==> src/rtl/axi_dma_lite_regs.sv <==
`default_nettype none
// ============================================================================
// Module      : axi_dma_lite_regs
// Description : AXI-Lite slave for the simple-mode AXI DMA register view
//               (MM2S/S2MM DMACR, DMASR, address, LENGTH) with per-channel
//               start/done command ports toward a datamover model.
// Revision    : 1.0 - initial release
// ============================================================================
module axi_dma_lite_regs #(
    parameter int ADDR_WIDTH = 32,
    parameter int DATA_WIDTH = 32,
    parameter int LEN_WIDTH  = 26
) (
    input  logic                  clk,
    input  logic                  resetn,
    input  logic [ADDR_WIDTH-1:0] s_axi_lite_awaddr,
    input  logic [2:0]            s_axi_lite_awprot,
    input  logic                  s_axi_lite_awvalid,
    output logic                  s_axi_lite_awready,
    input  logic [DATA_WIDTH-1:0] s_axi_lite_wdata,
    input  logic [3:0]            s_axi_lite_wstrb,
    input  logic                  s_axi_lite_wvalid,
    output logic                  s_axi_lite_wready,
    output logic [1:0]            s_axi_lite_bresp,
    output logic                  s_axi_lite_bvalid,
    input  logic                  s_axi_lite_bready,
    input  logic [ADDR_WIDTH-1:0] s_axi_lite_araddr,
    input  logic [2:0]            s_axi_lite_arprot,
    input  logic                  s_axi_lite_arvalid,
    output logic                  s_axi_lite_arready,
    output logic [DATA_WIDTH-1:0] s_axi_lite_rdata,
    output logic [1:0]            s_axi_lite_rresp,
    output logic                  s_axi_lite_rvalid,
    input  logic                  s_axi_lite_rready,
    output logic                  mm2s_start,
    output logic [31:0]           mm2s_addr,
    output logic [LEN_WIDTH-1:0]  mm2s_len,
    input  logic                  mm2s_done,
    output logic                  mm2s_introut,
    output logic                  s2mm_start,
    output logic [31:0]           s2mm_addr,
    output logic [LEN_WIDTH-1:0]  s2mm_len,
    input  logic                  s2mm_done,
    output logic                  s2mm_introut
);

    localparam logic [6:0] c_OFF_DMACR = 7'h00;
    localparam logic [6:0] c_OFF_DMASR = 7'h04;
    localparam logic [6:0] c_OFF_ADDR  = 7'h18;
    localparam logic [6:0] c_OFF_LEN   = 7'h28;

    logic                  r_aw_held;
    logic [6:0]            r_aw_addr;
    logic                  r_w_held;
    logic [31:0]           r_w_data;
    logic [3:0]            r_w_strb;
    logic                  r_bvalid;
    logic                  r_rvalid;
    logic [31:0]           r_rdata;

    logic                  w_aw_hs;
    logic                  w_w_hs;
    logic                  w_ar_hs;
    logic [6:0]            w_wr_addr;
    logic [31:0]           w_wr_data;
    logic [3:0]            w_wr_strb;
    logic                  w_commit;
    logic                  w_wr_en;
    logic [31:0]           w_rd_data;
    logic                  w_unused;

    logic [1:0]                w_done;
    logic [1:0]                w_start;
    logic [1:0][31:0]          w_start_addr;
    logic [1:0][LEN_WIDTH-1:0] w_start_len;
    logic [1:0]                w_intr;
    logic [1:0][31:0]          w_cr;
    logic [1:0][31:0]          w_sr;
    logic [1:0][31:0]          w_addr;
    logic [1:0][31:0]          w_len;

    assign w_unused = ^{s_axi_lite_awaddr[ADDR_WIDTH-1:7], s_axi_lite_awprot,
                        s_axi_lite_araddr[ADDR_WIDTH-1:7], s_axi_lite_arprot};

    assign s_axi_lite_awready = ~r_aw_held & ~r_bvalid;
    assign s_axi_lite_wready  = ~r_w_held & ~r_bvalid;
    assign s_axi_lite_arready = ~r_rvalid;
    assign s_axi_lite_bvalid  = r_bvalid;
    assign s_axi_lite_bresp   = 2'b00;
    assign s_axi_lite_rvalid  = r_rvalid;
    assign s_axi_lite_rresp   = 2'b00;
    assign s_axi_lite_rdata   = r_rdata;

    assign w_aw_hs = s_axi_lite_awvalid & s_axi_lite_awready;
    assign w_w_hs  = s_axi_lite_wvalid & s_axi_lite_wready;
    assign w_ar_hs = s_axi_lite_arvalid & s_axi_lite_arready;

    // A held beat takes priority; otherwise the beat handshaking this cycle is used.
    assign w_wr_addr = r_aw_held ? r_aw_addr : s_axi_lite_awaddr[6:0];
    assign w_wr_data = r_w_held  ? r_w_data  : s_axi_lite_wdata;
    assign w_wr_strb = r_w_held  ? r_w_strb  : s_axi_lite_wstrb;
    assign w_commit  = (r_aw_held | w_aw_hs) & (r_w_held | w_w_hs);
    assign w_wr_en   = w_commit & (w_wr_strb == 4'hF);

    always_ff @(posedge clk or negedge resetn) begin
        if (!resetn) begin
            r_aw_held <= 1'b0;
            r_aw_addr <= '0;
            r_w_held  <= 1'b0;
            r_w_data  <= '0;
            r_w_strb  <= '0;
            r_bvalid  <= 1'b0;
        end else begin
            if (w_commit) begin
                r_aw_held <= 1'b0;
                r_w_held  <= 1'b0;
                r_bvalid  <= 1'b1;
            end else begin
                if (w_aw_hs) begin
                    r_aw_held <= 1'b1;
                    r_aw_addr <= s_axi_lite_awaddr[6:0];
                end
                if (w_w_hs) begin
                    r_w_held <= 1'b1;
                    r_w_data <= s_axi_lite_wdata;
                    r_w_strb <= s_axi_lite_wstrb;
                end
                if (r_bvalid && s_axi_lite_bready) begin
                    r_bvalid <= 1'b0;
                end
            end
        end
    end

    assign w_done = {s2mm_done, mm2s_done};

    for (genvar gi = 0; gi < 2; gi++) begin : g_chan
        localparam logic [6:0] c_BASE = (gi == 0) ? 7'h00 : 7'h30;
        localparam logic [6:0] c_A_CR = 7'(c_BASE + c_OFF_DMACR);
        localparam logic [6:0] c_A_SR = 7'(c_BASE + c_OFF_DMASR);
        localparam logic [6:0] c_A_AD = 7'(c_BASE + c_OFF_ADDR);
        localparam logic [6:0] c_A_LN = 7'(c_BASE + c_OFF_LEN);

        logic                 r_rs;
        logic                 r_ioc_en;
        logic                 r_busy;
        logic                 r_idle;
        logic                 r_ioc;
        logic                 r_start;
        logic                 r_intr;
        logic [31:0]          r_addr;
        logic [31:0]          r_start_addr;
        logic [LEN_WIDTH-1:0] r_len;
        logic [LEN_WIDTH-1:0] r_start_len;

        logic w_wr_cr;
        logic w_wr_sr;
        logic w_wr_ad;
        logic w_wr_ln;
        logic w_done_eff;
        logic w_busy_pre;
        logic w_launch;
        logic w_w1c;

        assign w_wr_cr    = w_wr_en & (w_wr_addr == c_A_CR);
        assign w_wr_sr    = w_wr_en & (w_wr_addr == c_A_SR);
        assign w_wr_ad    = w_wr_en & (w_wr_addr == c_A_AD);
        assign w_wr_ln    = w_wr_en & (w_wr_addr == c_A_LN);
        assign w_done_eff = w_done[gi] & r_busy;
        // Completion on the same edge frees the channel for a new launch.
        assign w_busy_pre = r_busy & ~w_done[gi];
        assign w_launch   = w_wr_ln & r_rs & ~w_busy_pre
                          & (w_wr_data[LEN_WIDTH-1:0] != '0);
        assign w_w1c      = w_wr_sr & w_wr_data[12];

        always_ff @(posedge clk or negedge resetn) begin
            if (!resetn) begin
                r_rs         <= 1'b0;
                r_ioc_en     <= 1'b0;
                r_busy       <= 1'b0;
                r_idle       <= 1'b0;
                r_ioc        <= 1'b0;
                r_start      <= 1'b0;
                r_intr       <= 1'b0;
                r_addr       <= '0;
                r_start_addr <= '0;
                r_len        <= '0;
                r_start_len  <= '0;
            end else begin
                r_start <= w_launch;
                r_intr  <= r_ioc & r_ioc_en;
                if (w_wr_cr) begin
                    r_rs     <= w_wr_data[0];
                    r_ioc_en <= w_wr_data[12];
                end
                if (w_wr_ad) begin
                    r_addr <= w_wr_data;
                end
                if (w_wr_ln) begin
                    r_len <= w_wr_data[LEN_WIDTH-1:0];
                end
                if (w_launch) begin
                    r_busy       <= 1'b1;
                    r_idle       <= 1'b0;
                    r_start_addr <= r_addr;
                    r_start_len  <= w_wr_data[LEN_WIDTH-1:0];
                end else if (w_done_eff) begin
                    r_busy <= 1'b0;
                    r_idle <= 1'b1;
                end
                // Completion outranks a simultaneous write-1-to-clear.
                if (w_done_eff) begin
                    r_ioc <= 1'b1;
                end else if (w_w1c) begin
                    r_ioc <= 1'b0;
                end
            end
        end

        assign w_start[gi]      = r_start;
        assign w_start_addr[gi] = r_start_addr;
        assign w_start_len[gi]  = r_start_len;
        assign w_intr[gi]       = r_intr;
        assign w_cr[gi]         = {19'd0, r_ioc_en, 11'd0, r_rs};
        assign w_sr[gi]         = {19'd0, r_ioc, 10'd0, r_idle, ~r_rs & ~r_busy};
        assign w_addr[gi]       = r_addr;
        assign w_len[gi]        = 32'(r_len);
    end

    assign mm2s_start   = w_start[0];
    assign mm2s_addr    = w_start_addr[0];
    assign mm2s_len     = w_start_len[0];
    assign mm2s_introut = w_intr[0];
    assign s2mm_start   = w_start[1];
    assign s2mm_addr    = w_start_addr[1];
    assign s2mm_len     = w_start_len[1];
    assign s2mm_introut = w_intr[1];

    always_comb begin
        w_rd_data = 32'd0;
        case (s_axi_lite_araddr[6:0])
            7'h00:   w_rd_data = w_cr[0];
            7'h04:   w_rd_data = w_sr[0];
            7'h18:   w_rd_data = w_addr[0];
            7'h28:   w_rd_data = w_len[0];
            7'h30:   w_rd_data = w_cr[1];
            7'h34:   w_rd_data = w_sr[1];
            7'h48:   w_rd_data = w_addr[1];
            7'h58:   w_rd_data = w_len[1];
            default: w_rd_data = 32'd0;
        endcase
    end

    always_ff @(posedge clk or negedge resetn) begin
        if (!resetn) begin
            r_rvalid <= 1'b0;
            r_rdata  <= '0;
        end else begin
            if (w_ar_hs) begin
                r_rvalid <= 1'b1;
                r_rdata  <= w_rd_data;
            end else if (r_rvalid && s_axi_lite_rready) begin
                r_rvalid <= 1'b0;
            end
        end
    end

endmodule
`default_nettype wire

==> config.mk <==
export PLATFORM = sky130hd
export DESIGN_NAME = axi_dma_lite_regs
export DESIGN_NICKNAME = d
export VERILOG_FILES = /design/src/rtl/axi_dma_lite_regs.sv
export SDC_FILE = /design/constraint.sdc
export NUM_CORES = 1
export LEC_CHECK = 0
export BUFFER_PORTS_ARGS = -buffer_cell sky130_fd_sc_hd__buf_2
export CORE_AREA = 8 8 161 163
export DETAILED_ROUTE_END_ITERATION = 10
export DIE_AREA = 0 0 169 171
export MAX_ROUTING_LAYER = met4
export PLACE_DENSITY = 0.84
export SLEW_MARGIN = 20
export SYNTH_ARGS = -nofsm -noshare
export SYNTH_HDL_FRONTEND = slang
export SYNTH_SLANG_ARGS = --single-unit
==> constraint.sdc <==
create_clock -name clk -period 4.15 [get_ports clk]
set_input_delay 0.6225 -clock clk [delete_from_list [all_inputs] [get_ports clk]]
set_output_delay 0.6225 -clock clk [all_outputs]
set_load 0.1 [all_outputs]
==> flow_summary_export.csv <==
group,metric,value,unit
timing,worstMarginPinSlew,1.078,ns
drt,dr.first_iter.drc_count,817,
drt,drtAntennaViolNets,0,
timing,fmax,298.1,MHz
die,ios,276,
pwr,leakagePower,8.535,nW
synth,synth_area_leader_cell,"dfrtp_1",
synth,synth_warnings,0,
die,die_height,171,µm
synth,seq_area_frac_synth,0.6010,
pwr,finalPower,7.888,mW
critical_path,slowest_stage,"or2_2",
drt,drt_wl_total,34790,µm
pwr,switchingPower,2.250,mW
layout,nets,1270,
pwr,pwr-share-seq,0.460,
timing,setup_violations,0,
critical_path,crit_chain,"or3b_1 -> a222oi_1 -> nand3_1 -> or2_2 -> mux2_1",
place,dp_cells,1438,
place,hpwl,22970,µm
timing,rsz0062_at_grt,"false",
grt,grt_max_degree,127,
drt,vias,8945,
synth,synth_edf_count,0,
layout,num-fill-cells,1586,
critical_path,path_buf_inv,0,
grt,grt_pass1_vias,9653,
synth,netlist_instances,937,
critical_path,max_stage_delay,0.74,ns
clocking,cts_made_buffers,34,
clocking,clock_tree.root_cell,"clkbuf_16",
run_status,outcome,"finished clean",
clocking,cts_tree,"built",
place,port_buffers,215,
drt,first_pass_iters,7,
worst_hold_path,hold_class,"primary input to async pin",
grt,grt_usage,0.2461,
layout,area_growth,19.67,%
synth,synthMuxAreaShare,0.2657,
die,coreArea,23260,µm²
timing,finalHoldViolations,0,
die,die_area,28900,µm²
timing,fin_crit,3.355,ns
grt,grt_pass1_wl,53960,µm
synth,syn_avg_cell_area,14.44,µm²
run,maxCapViolations,0,
pwr,peakVddDrop,0.3536,mV
die,start_util,0.5817,
critical_path,end_kind,"register",
pwr,p_comb_frac,0.163,
synth,synthTopCellsByArea,"dfrtp_1 60%, mux2_2 22%, mux2_1 4.4%",
drt,drc,0,
clocking,post-cts-setup-buffers,0,
pwr,p_sw_frac,0.2853,
pwr,p_int,5.638,mW
clocking,post_cts_resized,0,
layout,seq_area,8134,µm²
synth,synth-adder-area-share,0,
critical_path,cpLargestDelayFamily,"simple AND/OR/NAND/NOR gates",
clocking,insertion_delay,0.52,ns
drt,wire_per_inst,22.99,µm
timing,slew_headroom,0.2812,
timing,slew_violations,0,
pwr,clock_power_share,0.377,
synth,synth_top_family_by_area,"multiplexers",
place,gp_congestion,0.8393,
timing,fin_skew,0.02292,ns
layout,multiInputGateArea,5180,µm²
synth,synth_ff_type,"dfrtp_1",
synth,synthSimpleGateAreaFrac,0.04928,
critical_path,worstSetupPathType,"register to register",
clocking,cts_hold_buf,0,
clocking,clk_pin_slew,0.06,ns
pwr,power_per_cell_area,487.1,nW/µm²
synth,synth_seq_cells,325,
timing,post-route-period-util,0.8084,
synth,synth_xor_area_frac,0,
grt,gr-total-overflow,0,
critical_path,cp-start-kind,"register",
synth,async_flop_share,1.000,
place,place_area,15050,µm²
die,fp.dieW,169,µm
critical_path,required,4.55,ns
critical_path,cp_max_fo,32,
synth,synth.top_cell.area_share,0.6010,
grt,antenna_found_initial,14,
die,rows,56,
layout,fin_area,16190,µm²
clocking,clockBufferDepth,3,
clocking,cts_sinks,325,
layout,final_cells,1513,
synth,synthesis.area,13530,µm²
layout,drive_gt1_frac,0.4831,
critical_path,cp_data_arrival_time,3.75,ns
timing,fin_setup_tns,0,ns
synth,synth_cell_types,50,
drt,drt-vias-per-instance,5.912,
timing,holdWs,0.2403,ns
synth,synth-compound-area-share,0.06186,
clocking,cts_max_level,2,
## through the flow
stage / setup WS [ns] / utilization
after global placement: 0.8865 / 0.6469
after floorplan: 1.106 / -
after global routing: 0.5994 / 0.6961
after CTS: 0.8297 / 0.6946
final: 0.7951 / 0.6961
after detailed placement: 0.8515 / 0.6469
## cells by family (layout without fill, tap and decap cells)
| family | Yosys count | in the layout |
|---|---|---|
| flops | 325 | 325 |
| mux | 320 | 320 |
| simple gates | 129 | 129 |
| compound gates | 98 | 98 |
| buf+inv | 64 | 304 |
| other cells | 1 | 18 |
## flip-flops by register name, indices dropped and copies added (netlist names), 7 cells and up
register          count
s_axi_lite_rdata     32
g_chan.r_addr        64
r_w_data             32
s2mm_len             26
mm2s_addr            32
s2mm_addr            32
mm2s_len             26
g_chan.r_len         52
r_aw_addr             7
## layer usage
layer,vias to the layer above,track usage,share of wire
met5,-,-,0
met4,0,0.1012,0.028
met3,84,0.05462,0.066
met2,307,0.4012,0.50
met1,4623,0.2953,0.41
li1,3931,-,-
## synthesized netlist by cell type (2+ instances only)
library cell    n
buf_1           8
nand2_1        59
mux2_2        261
buf_4           8
or3_1           5
o22ai_1         2
nor4_1         11
or2_2           3
nand3_1         7
a221oi_1        2
a222oi_1       26
nand3b_1        3
nor3_1          4
a22oi_1         3
clkbuf_1       28
o31ai_1         2
nor3b_1         4
and2_1          3
a21oi_1         6
nor2_1          9
o21ai_0         7
nand4_1         3
nor2b_1         4
a22o_1         39
a21o_1          2
mux2_1         53
buf_2          12
nand2b_1        3
a211o_1         3
dfrtp_1       325
and3b_1         2
inv_1           6
nor4bb_1        2
mux2i_1         6
## final timing paths
kind | to | start | cells past startpoint | slack, ns
worst max-delay path | g_chan[1].r_addr[4] | r_aw_held | 5 | 0.80
worst min-delay path | g_chan[1].r_addr[29] | resetn | 1 | 0.24
worst max register to register | g_chan[1].r_addr[4] | r_aw_held | 5 | 0.80
worst min register to register | s2mm_len[7] | s2mm_len[7] | 1 | 0.48
max in group asynchronous | mm2s_len[6] | resetn | 2 | 3.06
min in group clk | s_axi_lite_rvalid | s_axi_lite_rready | 2 | 0.29
## power by group through the flow
stage	registers [mW]	logic [mW]	clock network (mW)
after floorplan	3.63	0.882	0
after global placement	3.64	1.24	0
after detailed placement	3.67	1.28	0
after CTS	3.62	1.29	3.01
after global routing	3.66	1.38	3.14
final	3.63	1.29	2.98
## placed cells by master (no fill, tap or decap), types with 4 or more instances in the layout
master,n
mux2i_1,6
nor3b_1,4
clkinv_2,7
diode_2,14
or3_1,5
inv_1,6
dfrtp_1,324
a21oi_1,5
nor2_1,8
nor4_1,11
clkbuf_8,9
a22o_1,39
nand3_1,6
a222oi_1,26
buf_4,16
nand2_1,58
clkbuf_1,5
nor2b_1,4
mux2_2,261
conb_1,4
buf_2,214
clkbuf_16,35
buf_12,5
mux2_1,53
o21ai_0,7
## cell type report
type,count,area share
Clock buffer,49,0.06290
Tap cell,319,0.02465
Timing Repair Buffer,236,0.08067
Inverter,7,0.001777
Antenna cell,14,0.002164
Sequential cell,325,0.5023
Multi-Input combinational cell,551,0.3199
Clock inverter,12,0.005641
Note: power is estimated with default switching activity, not from simulation.
